File: src/rtl/bcd_field_counter.sv
// Up/down BCD counter for one RTC date/time field, with wrap pulses for cascading.
// Define BCD_FIELD_AUTOREPEAT_EN to enable hold-to-repeat stepping.
module bcd_field_counter #(
  parameter int MIN_VAL       = 0,
  parameter int MAX_VAL       = 99,
  parameter int DIGITS        = 2,
  parameter int FIELD_ID      = 4,
  parameter int SEL_W         = 4,
  parameter int REPEAT_DELAY  = 50,
  parameter int REPEAT_PERIOD = 10,
  localparam int N = (MAX_VAL < 1) ? 1 : $clog2(MAX_VAL + 1)
) (
  input  logic                  clk,
  input  logic                  reset,
  input  logic [SEL_W-1:0]      en_count,
  input  logic                  enUP,
  input  logic                  enDOWN,
  input  logic                  load,
  input  logic [N-1:0]          load_val,
  output logic [4*DIGITS-1:0]   digits,
  output logic                  wrap_up,
  output logic                  wrap_down
);

  localparam logic [N-1:0]     MIN_C   = N'(MIN_VAL);
  localparam logic [N-1:0]     MAX_C   = N'(MAX_VAL);
  localparam logic [SEL_W-1:0] FIELD_C = SEL_W'(FIELD_ID);

  generate
    if (MIN_VAL < 0 || MIN_VAL > MAX_VAL || DIGITS < 1 || DIGITS > 3 ||
        REPEAT_DELAY < 1 || REPEAT_PERIOD < 1) begin : g_bad_params
      $error("bcd_field_counter: illegal parameter combination");
    end
  endgenerate

  logic [N-1:0] count_q, count_d;
  logic         en_up_q, en_dn_q;
  logic         up_blk_q, dn_blk_q;
  logic         wrap_up_q, wrap_up_d, wrap_dn_q, wrap_dn_d;
  logic         sel, up_tick, dn_tick, step_up, step_dn;
  logic         ge_min, le_max;
  logic         rpt_up, rpt_dn;

  // Range limits that span the whole binary width would be constant compares.
  generate
    if (MIN_VAL == 0) begin : g_ge_min_true
      assign ge_min = 1'b1;
    end else begin : g_ge_min_cmp
      assign ge_min = (load_val >= MIN_C);
    end
    if (MAX_VAL == (2**N) - 1) begin : g_le_max_true
      assign le_max = 1'b1;
    end else begin : g_le_max_cmp
      assign le_max = (load_val <= MAX_C);
    end
  endgenerate

  assign sel = (en_count == FIELD_C);
  // A button already held across reset is blocked until released, so it cannot step on reset exit.
  assign up_tick = enUP & ~en_up_q & ~up_blk_q;
  assign dn_tick = enDOWN & ~en_dn_q & ~dn_blk_q;
  assign step_up = sel & ((up_tick & ~dn_tick) | rpt_up);
  assign step_dn = sel & ((dn_tick & ~up_tick) | rpt_dn);

`ifdef BCD_FIELD_AUTOREPEAT_EN
  localparam int RPT_MAX = (REPEAT_DELAY > REPEAT_PERIOD) ? REPEAT_DELAY : REPEAT_PERIOD;
  localparam int TW      = $clog2(RPT_MAX + 1);
  localparam logic [TW-1:0] DELAY_C  = TW'(REPEAT_DELAY);
  localparam logic [TW-1:0] PERIOD_C = TW'(REPEAT_PERIOD);

  logic [TW-1:0] rpt_q, rpt_d;
  logic          first_q, first_d;
  logic          hold_up, hold_dn, hold, fire;

  assign hold_up = sel & enUP & ~enDOWN & ~up_blk_q;
  assign hold_dn = sel & enDOWN & ~enUP & ~dn_blk_q;
  assign hold    = hold_up | hold_dn;
  assign fire    = hold & ~up_tick & ~dn_tick &
                   (rpt_q == (first_q ? DELAY_C : PERIOD_C));
  assign rpt_up  = fire & hold_up;
  assign rpt_dn  = fire & hold_dn;

  always_comb begin
    rpt_d   = rpt_q;
    first_d = first_q;
    if (load || !hold) begin
      rpt_d   = '0;
      first_d = 1'b1;
    end else if (up_tick || dn_tick) begin
      rpt_d   = TW'(1);
      first_d = 1'b1;
    end else if (fire) begin
      rpt_d   = TW'(1);
      first_d = 1'b0;
    end else begin
      rpt_d = rpt_q + 1'b1;
    end
  end

  always_ff @(posedge clk) begin
    if (reset) begin
      rpt_q   <= '0;
      first_q <= 1'b1;
    end else begin
      rpt_q   <= rpt_d;
      first_q <= first_d;
    end
  end
`else
  assign rpt_up = 1'b0;
  assign rpt_dn = 1'b0;
`endif

  // An out-of-range load is dropped but still swallows any step in that cycle.
  always_comb begin
    count_d   = count_q;
    wrap_up_d = 1'b0;
    wrap_dn_d = 1'b0;
    if (load) begin
      if (ge_min && le_max) begin
        count_d = load_val;
      end
    end else if (step_up) begin
      if (count_q == MAX_C) begin
        count_d   = MIN_C;
        wrap_up_d = 1'b1;
      end else begin
        count_d = count_q + 1'b1;
      end
    end else if (step_dn) begin
      if (count_q == MIN_C) begin
        count_d   = MAX_C;
        wrap_dn_d = 1'b1;
      end else begin
        count_d = count_q - 1'b1;
      end
    end
  end

  always_ff @(posedge clk) begin
    if (reset) begin
      count_q   <= MIN_C;
      en_up_q   <= 1'b0;
      en_dn_q   <= 1'b0;
      up_blk_q  <= enUP;
      dn_blk_q  <= enDOWN;
      wrap_up_q <= 1'b0;
      wrap_dn_q <= 1'b0;
    end else begin
      count_q   <= count_d;
      en_up_q   <= enUP;
      en_dn_q   <= enDOWN;
      up_blk_q  <= up_blk_q & enUP;
      dn_blk_q  <= dn_blk_q & enDOWN;
      wrap_up_q <= wrap_up_d;
      wrap_dn_q <= wrap_dn_d;
    end
  end

  generate
    for (genvar gi = 0; gi < DIGITS; gi++) begin : g_bcd
      localparam int unsigned DIV = 10**gi;
      assign digits[4*gi +: 4] = 4'((32'(count_q) / DIV) % 32'd10);
    end
  endgenerate

  assign wrap_up   = wrap_up_q;
  assign wrap_down = wrap_dn_q;

endmodule

File: config.mk
export PLATFORM = sky130hd
export DESIGN_NAME = bcd_field_counter
export DESIGN_NICKNAME = d
export VERILOG_FILES = /design/src/rtl/bcd_field_counter.sv
export SDC_FILE = /design/constraint.sdc
export NUM_CORES = 1
export LEC_CHECK = 0
export CORE_ASPECT_RATIO = 1.4
export CORE_MARGIN = 1.5
export CORE_UTILIZATION = 54
export CTS_CLUSTER_DIAMETER = 100
export CTS_CLUSTER_SIZE = 25
export DETAILED_ROUTE_END_ITERATION = 10
export PLACE_DENSITY = 0.81
export SLEW_MARGIN = 20
export SYNTH_ARGS = -nofsm -noshare
export SYNTH_HDL_FRONTEND = slang
export SYNTH_SLANG_ARGS = --single-unit
File: constraint.sdc
create_clock -name clk -period 3.6 [get_ports clk]
set_input_delay 0.72 -clock clk [delete_from_list [all_inputs] [get_ports clk]]
set_output_delay 0.72 -clock clk [all_outputs]
set_load 0.01 [all_outputs]
Yosys cells after proc, flatten, opt, wreduce, memory -nomap -nowiden
Cells that the tools add are included.
{"block": "classes", "reduce_logical": 5, "n_eq_ne": 3, "add_sub_neg": 2, "div_mod_pow": 3, "bitwise": 18, "order_cmp": 1, "mux": 10}
{"op": "$mux 7", "n": 6}
{"op": "$div 7x4->32 const B", "n": 1}
{"op": "$mod 32x4->32 const B", "n": 1}
{"op": "$mod 7x4->32 const B", "n": 1}
{"op": "$and 1x1->1", "n": 10}
{"op": "$not 1->1", "n": 8}
{"op": "$add 7x1->7 const B", "n": 1}
{"op": "$eq 7x7->1 const B", "n": 1}
{"op": "$le 7x7->1 const B", "n": 1}
{"op": "$logic_not 7->1", "n": 1}
{"op": "$sub 7x1->7 const B", "n": 1}
{"op": "$eq 4x3->1 const B", "n": 1}
{"op": "$mux 1", "n": 4}
{"op": "$reduce_or 4->1", "n": 1}
{"op": "$reduce_bool 3->1", "n": 1}
{"op": "$reduce_or 3->1", "n": 1}
{"op": "$ne 2x1->1 const B", "n": 1}
{"op": "$reduce_and 2->1", "n": 1}
{"block": "word_totals", "word_cells": 49, "reg_bits": 13, "in_bits": 16, "output_inout_bits": 10}

Logic depth before layout (Yosys ltp)
Gate-level depths: netlist (run 1).
{"block": "logic_depth", "depth_word": 9, "mapped_depth": 12, "ltp_nobuf": 10}

Worst setup path after synthesis (run 1)
OpenSTA, ideal clock, no wires.
{"block": "synth_path", "kind": "reg-to-output", "from": "register count_q[5]", "to": "output port digits[7]", "arrival_ns": 2.451, "required_time_ns": 2.880, "setup_slack_ns": 0.429, "path_stages_with_launch": 13, "path_buffers": 2, "cell_sequence": "dfxtp_1 > or2_2 > buf_2 > ha_1 > nor2b_1 > clkbuf_1 > nand2_1 > a211oi_1 > nor2_1 > nand2_1 > ha_1 > nor3_1 > a211oi_1"}
{"block": "synth_between", "elab_chain_cells": 2}
{"element": "start, declared", "line": "36", "text": "logic [N-1:0] count_q, count_d;"}
{"element": "start signal, assigned", "line": "150", "text": "count_q <= count_d;"}
{"element": "$div 7x4->32", "line": "163", "text": "assign digits[4*gi +: 4] = 4'((32'(count_q) / DIV) % 32'd10);"}
{"element": "$mod 32x4->32", "line": "163"}
{"element": "end, declared", "line": "20", "text": "output logic [4*DIGITS-1:0] digits,"}
No other way between the ends.

Worst setup path after layout (run 1)
{"block": "layout_path", "from": "register count_q[4]", "to": "output port digits[3]"}
{"block": "layout_between", "elab_chain_cells": 1}
{"element": "$mod 7x4->32", "line": "163"}
No other way between the ends.

==> metrics.yaml, run 1 <==
status: "complete, no violations"
mappedNetlistArea_um2: 1600
dieWidth_um: 49.1
setup_viol: 0
tightest_slew_ps: 572
yosys.area.top_type_share_pct: 16.2
yosysUniqueCellTypes: 63
hold_class: "flip-flop to flip-flop"
area_growth_pct: 22.9
synth_cells: 212
yosysTopAreaCell: "dfxtp_1"
max-slew-margin-rel_pct: 61.8
drtIter0Drc: 44
slew_viol_final: 0
die_area_um2: 3310
cp.arrival_ps: 2790
ir_drop_mv: 0.258
routed_wl_mm: 4.03
layout.nets: 261
initial_core_util_pct: 56.3
max_freq_mhz: 285
comb_power_share_pct: 51.7
cellPowerDensity_nw_per_um2: 312
drive_above_1_share_pct: 13.4
path_max_fanout: 4
start_kind: "flip-flop"
fin_cells: 275
grt_pass1_vias: 1552
synth_edf_count: 0
p_sw_mw: 0.229
finalHoldWorstSlack_ps: 478
gp_congestion: 0.951
setup.worst_path.end_class: "output port"
grt_setup_unrepaired: "no"
skew_ps: 1.22
ant_nets: 0
sequentialPowerShare_pct: 26.9
cts_root_buffer: "clkbuf_8"
drv_cap: 0
ys_ff_latch: 13
cts_inserted_buffers: 3
gr-total-overflow: 0
via_per_inst: 6.17
layout_setup_ws_ps: 90.3
htree_levels: 1
fin_area_um2: 1970
min_period_over_period_pct: 97.5
die_h_um: 67.5
hold_violations: 0
fin_util_pct: 69.2
hpwl_mm: 2.99
swShare_pct: 37.1
min_period_ps: 3510
syn-num-nets: 234
place_area_um2: 1870
ys_warn_count: 0
port-buffer-count: 25
clock_sinks: 13
internal_power_mw: 0.387
wl_per_cell_um: 14.6
criticalPathCategory: "flip-flop to output port"
postCtsHoldBufs: 0
drc: 0
vias: 1697
fin_tns_setup_ps: 0
avgSynthCellArea_um2: 7.57
insertion_delay_ps: 240
core_um2: 2850
p_leak_nw: 0.757
synthFlopType: "dfxtp_1"
grt_pass1_wl_mm: 6.79
grt_usage_pct: 25.7
grt_max_degree: 31
power_mw: 0.616
diodes: 0
rows: 23
first_pass_iters: 4
synthTopCellsByArea: "dfxtp_1 (16%), ha_1 (4.7%), a21oi_1 (4.1%), nand2_1 (4.0%), nor2_1 (3.7%)"
async_reset_ff_share_pct: 0
ys_seq_area_share_pct: 16.2
cts_tree: "built"
power_frac_clock_pct: 21.5
dp.cells: 268
ioPinCount: 26
cts_buffer_depth: 2
required_ps: 2880
clk_pin_slew_worst_paths_ps: 60
antenna_found_initial: 0
pre_cts_slack_ps: 162
-- power groups by stage --
stage                     combinational, mW  sequential [mW]  clock (mW)
after floorplan                       0.212            0.164           0
after global placement                0.302            0.168           0
after detailed placement              0.304            0.168           0
after CTS                             0.313            0.165       0.133
after global routing                  0.353            0.167       0.141
final                                 0.318            0.165       0.132
-- timing repair --
action | CTS | global route
buffers inserted | 2 | 1
pin swaps | 1 | 1
setup endpoints to repair | 4 | 6
resized for setup | 5 | 8
-- sequential cells by signal, indices dropped and copies added, names as in the netlist --
name	flops
dn_blk_q	1
count_q	7
en_up_q	1
wrap_down	1
wrap_up	1
up_blk_q	1
en_dn_q	1
-- layer usage --
metal | vias up | routed length [um] | track usage [%]
li1 | 859 | - | -
met1 | 761 | 1670 | 29.0
met2 | 58 | 2090 | 49.3
met3 | 19 | 118 | 1.55
met4 | 0 | 149 | 11.8
met5 | - | 0 | 0
-- logic make-up after synthesis --
kind of cell	count (synthesis)	synth area share, %
compound gates	67	31.0
xor+xnor	6	3.28
fa+ha+maj	6	4.68
buf+inv	25	8.89
flops	13	16.2
mux	4	2.50
simple gates	91	33.4
-- synth_stat cells, drive strengths merged (2+ instances only) --
library cell	count
nand3b	5
a211oi	4
nand2b	8
a311oi	3
o221ai	2
buf	9
ha	6
a221oi	4
or4	2
nor4	5
nor3	4
mux2i	4
xor2	2
nor2b	7
or2	2
nand3	3
nand4	2
o31ai	3
nor4b	2
o21ai	6
xnor2	4
a21oi	13
o22ai	3
o21a	3
clkbuf	8
nand4bb	3
inv	7
dfxtp	13
o2bb2ai	3
a31oi	7
or3	2
a2111oi	3
a21o	3
or3b	2
nand2	17
nor2	17
nor3b	3
and2	3
-- cell usage in the layout, fill, tap and decap left out, types with 4 or more instances in the layout --
cell / n
clkdlybuf4s50_1: 20
nand2_1: 17
nor2_1: 16
buf_4: 14
a21oi_1: 13
dfxtp_1: 13
nand2b_1: 8
inv_1: 7
nor2b_1: 6
a31oi_1: 6
nand3b_1: 5
nor4_1: 5
ha_1: 5
nor3_1: 4
o21ai_0: 4
mux2i_1: 4
xnor2_1: 4
-- critical path, cell delays in order (launching register included) --
cell and delay, ps:
dfxtp_1 300, or2_2 300, ha_2 360, inv_1 50
a311o_1 300, a22o_1 260, buf_4 150, nand3b_1 140
mux2i_1 130, clkdlybuf4s50_1 550
-- final cells by class --
class                      count  area (um2)
inverter                       8        30.0
tap                           37        46.3
multi-input combinational    174        1230
timing repair buffer          39         360
sequential                    13         260
fill                         230         877
clock buffer                   4        45.0
-- final timing paths --
check             startpoint    endpoint  slack [ps]  depth (start not counted)
hold reg to reg     up_blk_q    up_blk_q         480                          1
hold / removal      up_blk_q    up_blk_q         480                          1
setup / recovery  count_q[4]   digits[3]          90                          9
setup reg to reg  count_q[1]  count_q[0]        1370                          7
No activity file was read; power rests on OpenSTA's default activity.
==> inputs of run 2 (changes only) <==
--- a/config.mk
+++ b/config.mk
@@ -12,7 +12,6 @@
 export CTS_CLUSTER_SIZE = 25
 export DETAILED_ROUTE_END_ITERATION = 10
 export PLACE_DENSITY = 0.81
-export SLEW_MARGIN = 20
 export SYNTH_ARGS = -nofsm -noshare
 export SYNTH_HDL_FRONTEND = slang
 export SYNTH_SLANG_ARGS = --single-unit
==> results of run 2 <==
Same layout as run 1: the final DEF is identical, and so are final timing and power.
==> inputs of run 3 (changes only) <==
--- a/config.mk
+++ b/config.mk
@@ -7,11 +7,11 @@
 export LEC_CHECK = 0
 export CORE_ASPECT_RATIO = 1.4
 export CORE_MARGIN = 1.5
-export CORE_UTILIZATION = 54
+export CORE_UTILIZATION = 45
 export CTS_CLUSTER_DIAMETER = 100
 export CTS_CLUSTER_SIZE = 25
 export DETAILED_ROUTE_END_ITERATION = 10
-export PLACE_DENSITY = 0.81
+export PLACE_DENSITY = 0.69
 export SYNTH_ARGS = -nofsm -noshare
 export SYNTH_HDL_FRONTEND = slang
 export SYNTH_SLANG_ARGS = --single-unit
==> metrics.yaml, run 3 (synthesis results as in run 1) <==
status: "complete, no violations"
start_kind: "flip-flop"
port-buffer-count: 25
r2r_cells: 6
r2r-end: "count_q[4]"
vias: 1696
diodes: 0
layout.nets: 260
hpwl_mm: 3.13
clk_pin_slew_worst_paths_ps: 60
die_area_um2: 3940
rr_startpoint: "count_q[3]"
worst-r2r-setup-slack_ps: 1430
grt_usage_pct: 23.0
final_cell_mix: "clkdlybuf4s50_1 (22), nand2_1 (17), nor2_1 (16)"
finalHoldWorstSlack_ps: 466
fin_tns_setup_ps: 0
grt_pass1_wl_mm: 6.90
setup.worst_path.end_class: "output port"
grt_pass1_vias: 1528
min_period_over_period_pct: 95.9
slew_viol_final: 0
core_um2: 3380
rows: 25
hold_violations: 0
cellPowerDensity_nw_per_um2: 314
gp_congestion: 0.925
min_period_ps: 3450
cts_inserted_buffers: 3
required_ps: 2880
die_h_um: 73.6
regMostFlops: "count_q"
drv_cap: 0
path_max_fanout: 4
insertion_delay_ps: 250
final_common_cell: "clkdlybuf4s50_1"
criticalPathCategory: "flip-flop to output port"
nFillCells: 320
hold_path_depth: 1
drive_above_1_share_pct: 13.5
cp.arrival_ps: 2730
ant_nets: 0
antenna_found_initial: 0
routed_wl_mm: 4.20
crit_path_end: "digits[3]"
hold_class: "flip-flop to flip-flop"
grt_setup_unrepaired: "no"
skew_ps: 4.22
postCtsHoldBufs: 0
drc: 0
clock_sinks: 13
first_pass_iters: 4
p_leak_nw: 0.760
dieWidth_um: 53.5
drtIter0Drc: 43
htree_levels: 1
wl_per_cell_um: 15.2
setup_viol: 0
grt_max_degree: 31
initial_core_util_pct: 47.5
startpoint: "count_q[4]"
cts_buffer_depth: 2
cts_root_buffer: "clkbuf_8"
gr-total-overflow: 0
largest_reg_flops: 7
tightest_slew_ps: 715
cts_tree: "built"
max_freq_mhz: 290
ioPinCount: 26
max-slew-margin-rel_pct: 52.3
area_growth_pct: 23.6
via_per_inst: 6.12
ir_drop_mv: 0.230
-- run 3: changes by cell type in the layout (fill, tap and decap cells not counted), sizes merged --
cell | previous run | this run
buf | 14 | 13
clkbuf | 4 | 3
clkdlybuf4s50 | 20 | 22
clkinvlp | 0 | 1
dlygate4sd2 | 2 | 0
-- run 3: worst min path at each step --
| stage | start | endpoint | slack [ps] |
|---|---|---|---|
| floorplan | up_blk_q | up_blk_q | 440 |
| global placement | up_blk_q | up_blk_q | 450 |
| detailed placement | up_blk_q | up_blk_q | 460 |
| CTS | up_blk_q | up_blk_q | 470 |
| global route | up_blk_q | up_blk_q | 500 |
| finish | up_blk_q | up_blk_q | 470 |
-- run 3: final cells by class --
type	count	area [um2]	share of cell area, %
multi-input cells	174	1240	62.4
repair buffers	38	355	17.9
flip-flops and latches	13	260	13.1
well taps	40	50.0	2.53
clock buffers	3	41.3	2.08
inverters	8	33.8	1.70
clock inverters	1	5.00	0.253
-- run 3: power breakdown --
part	switching, mW	internal (mW)	leakage (nW)
Clock	0.0579	0.0768	0.0255
Sequential	0.0143	0.154	0.107
Combinational	0.162	0.158	0.627
Total	0.234	0.389	0.760
-- run 3: metal layers --
metal,wire [um],vias to the layer above,global-route usage (%)
met5,0,-,0
met1,1760,787,26.9
li1,-,862,-
met4,100,0,8.26
met3,118,9,1.63
met2,2220,38,42.4
-- run 3: worst max-delay path, cell delays in order, from the launching register on --
cell,delay (ps)
dfxtp_1,300
or2_2,330
ha_4,290
inv_1,40
a311o_1,300
a22o_1,250
buf_4,150
nand3b_1,140
mux2i_1,120
clkdlybuf4s50_1,550
-- run 3: timing repair --
item | in CTS | in global routing
buffers inserted | 2 | 0
pin swaps | 1 | 0
resized for setup | 3 | 8
setup endpoints to repair | 4 | 6
-- run 3: per-stage QoR --
stage / worst slack (ps) / cells / util, % / area (um2) / power, mW
2_1_floorplan: 429 / 212 / - / 1600 / 0.376
3_5_place_dp: 181 / 271 / 55.5 / 1870 / 0.476
3_3_place_gp: 232 / 271 / 55.5 / 1870 / 0.475
6_report: 148 / 277 / 58.7 / 1980 / 0.623
5_1_grt: 9.89 / 277 / 58.7 / 1980 / 0.665
4_1_cts: 18.6 / 277 / 57.8 / 1950 / 0.620
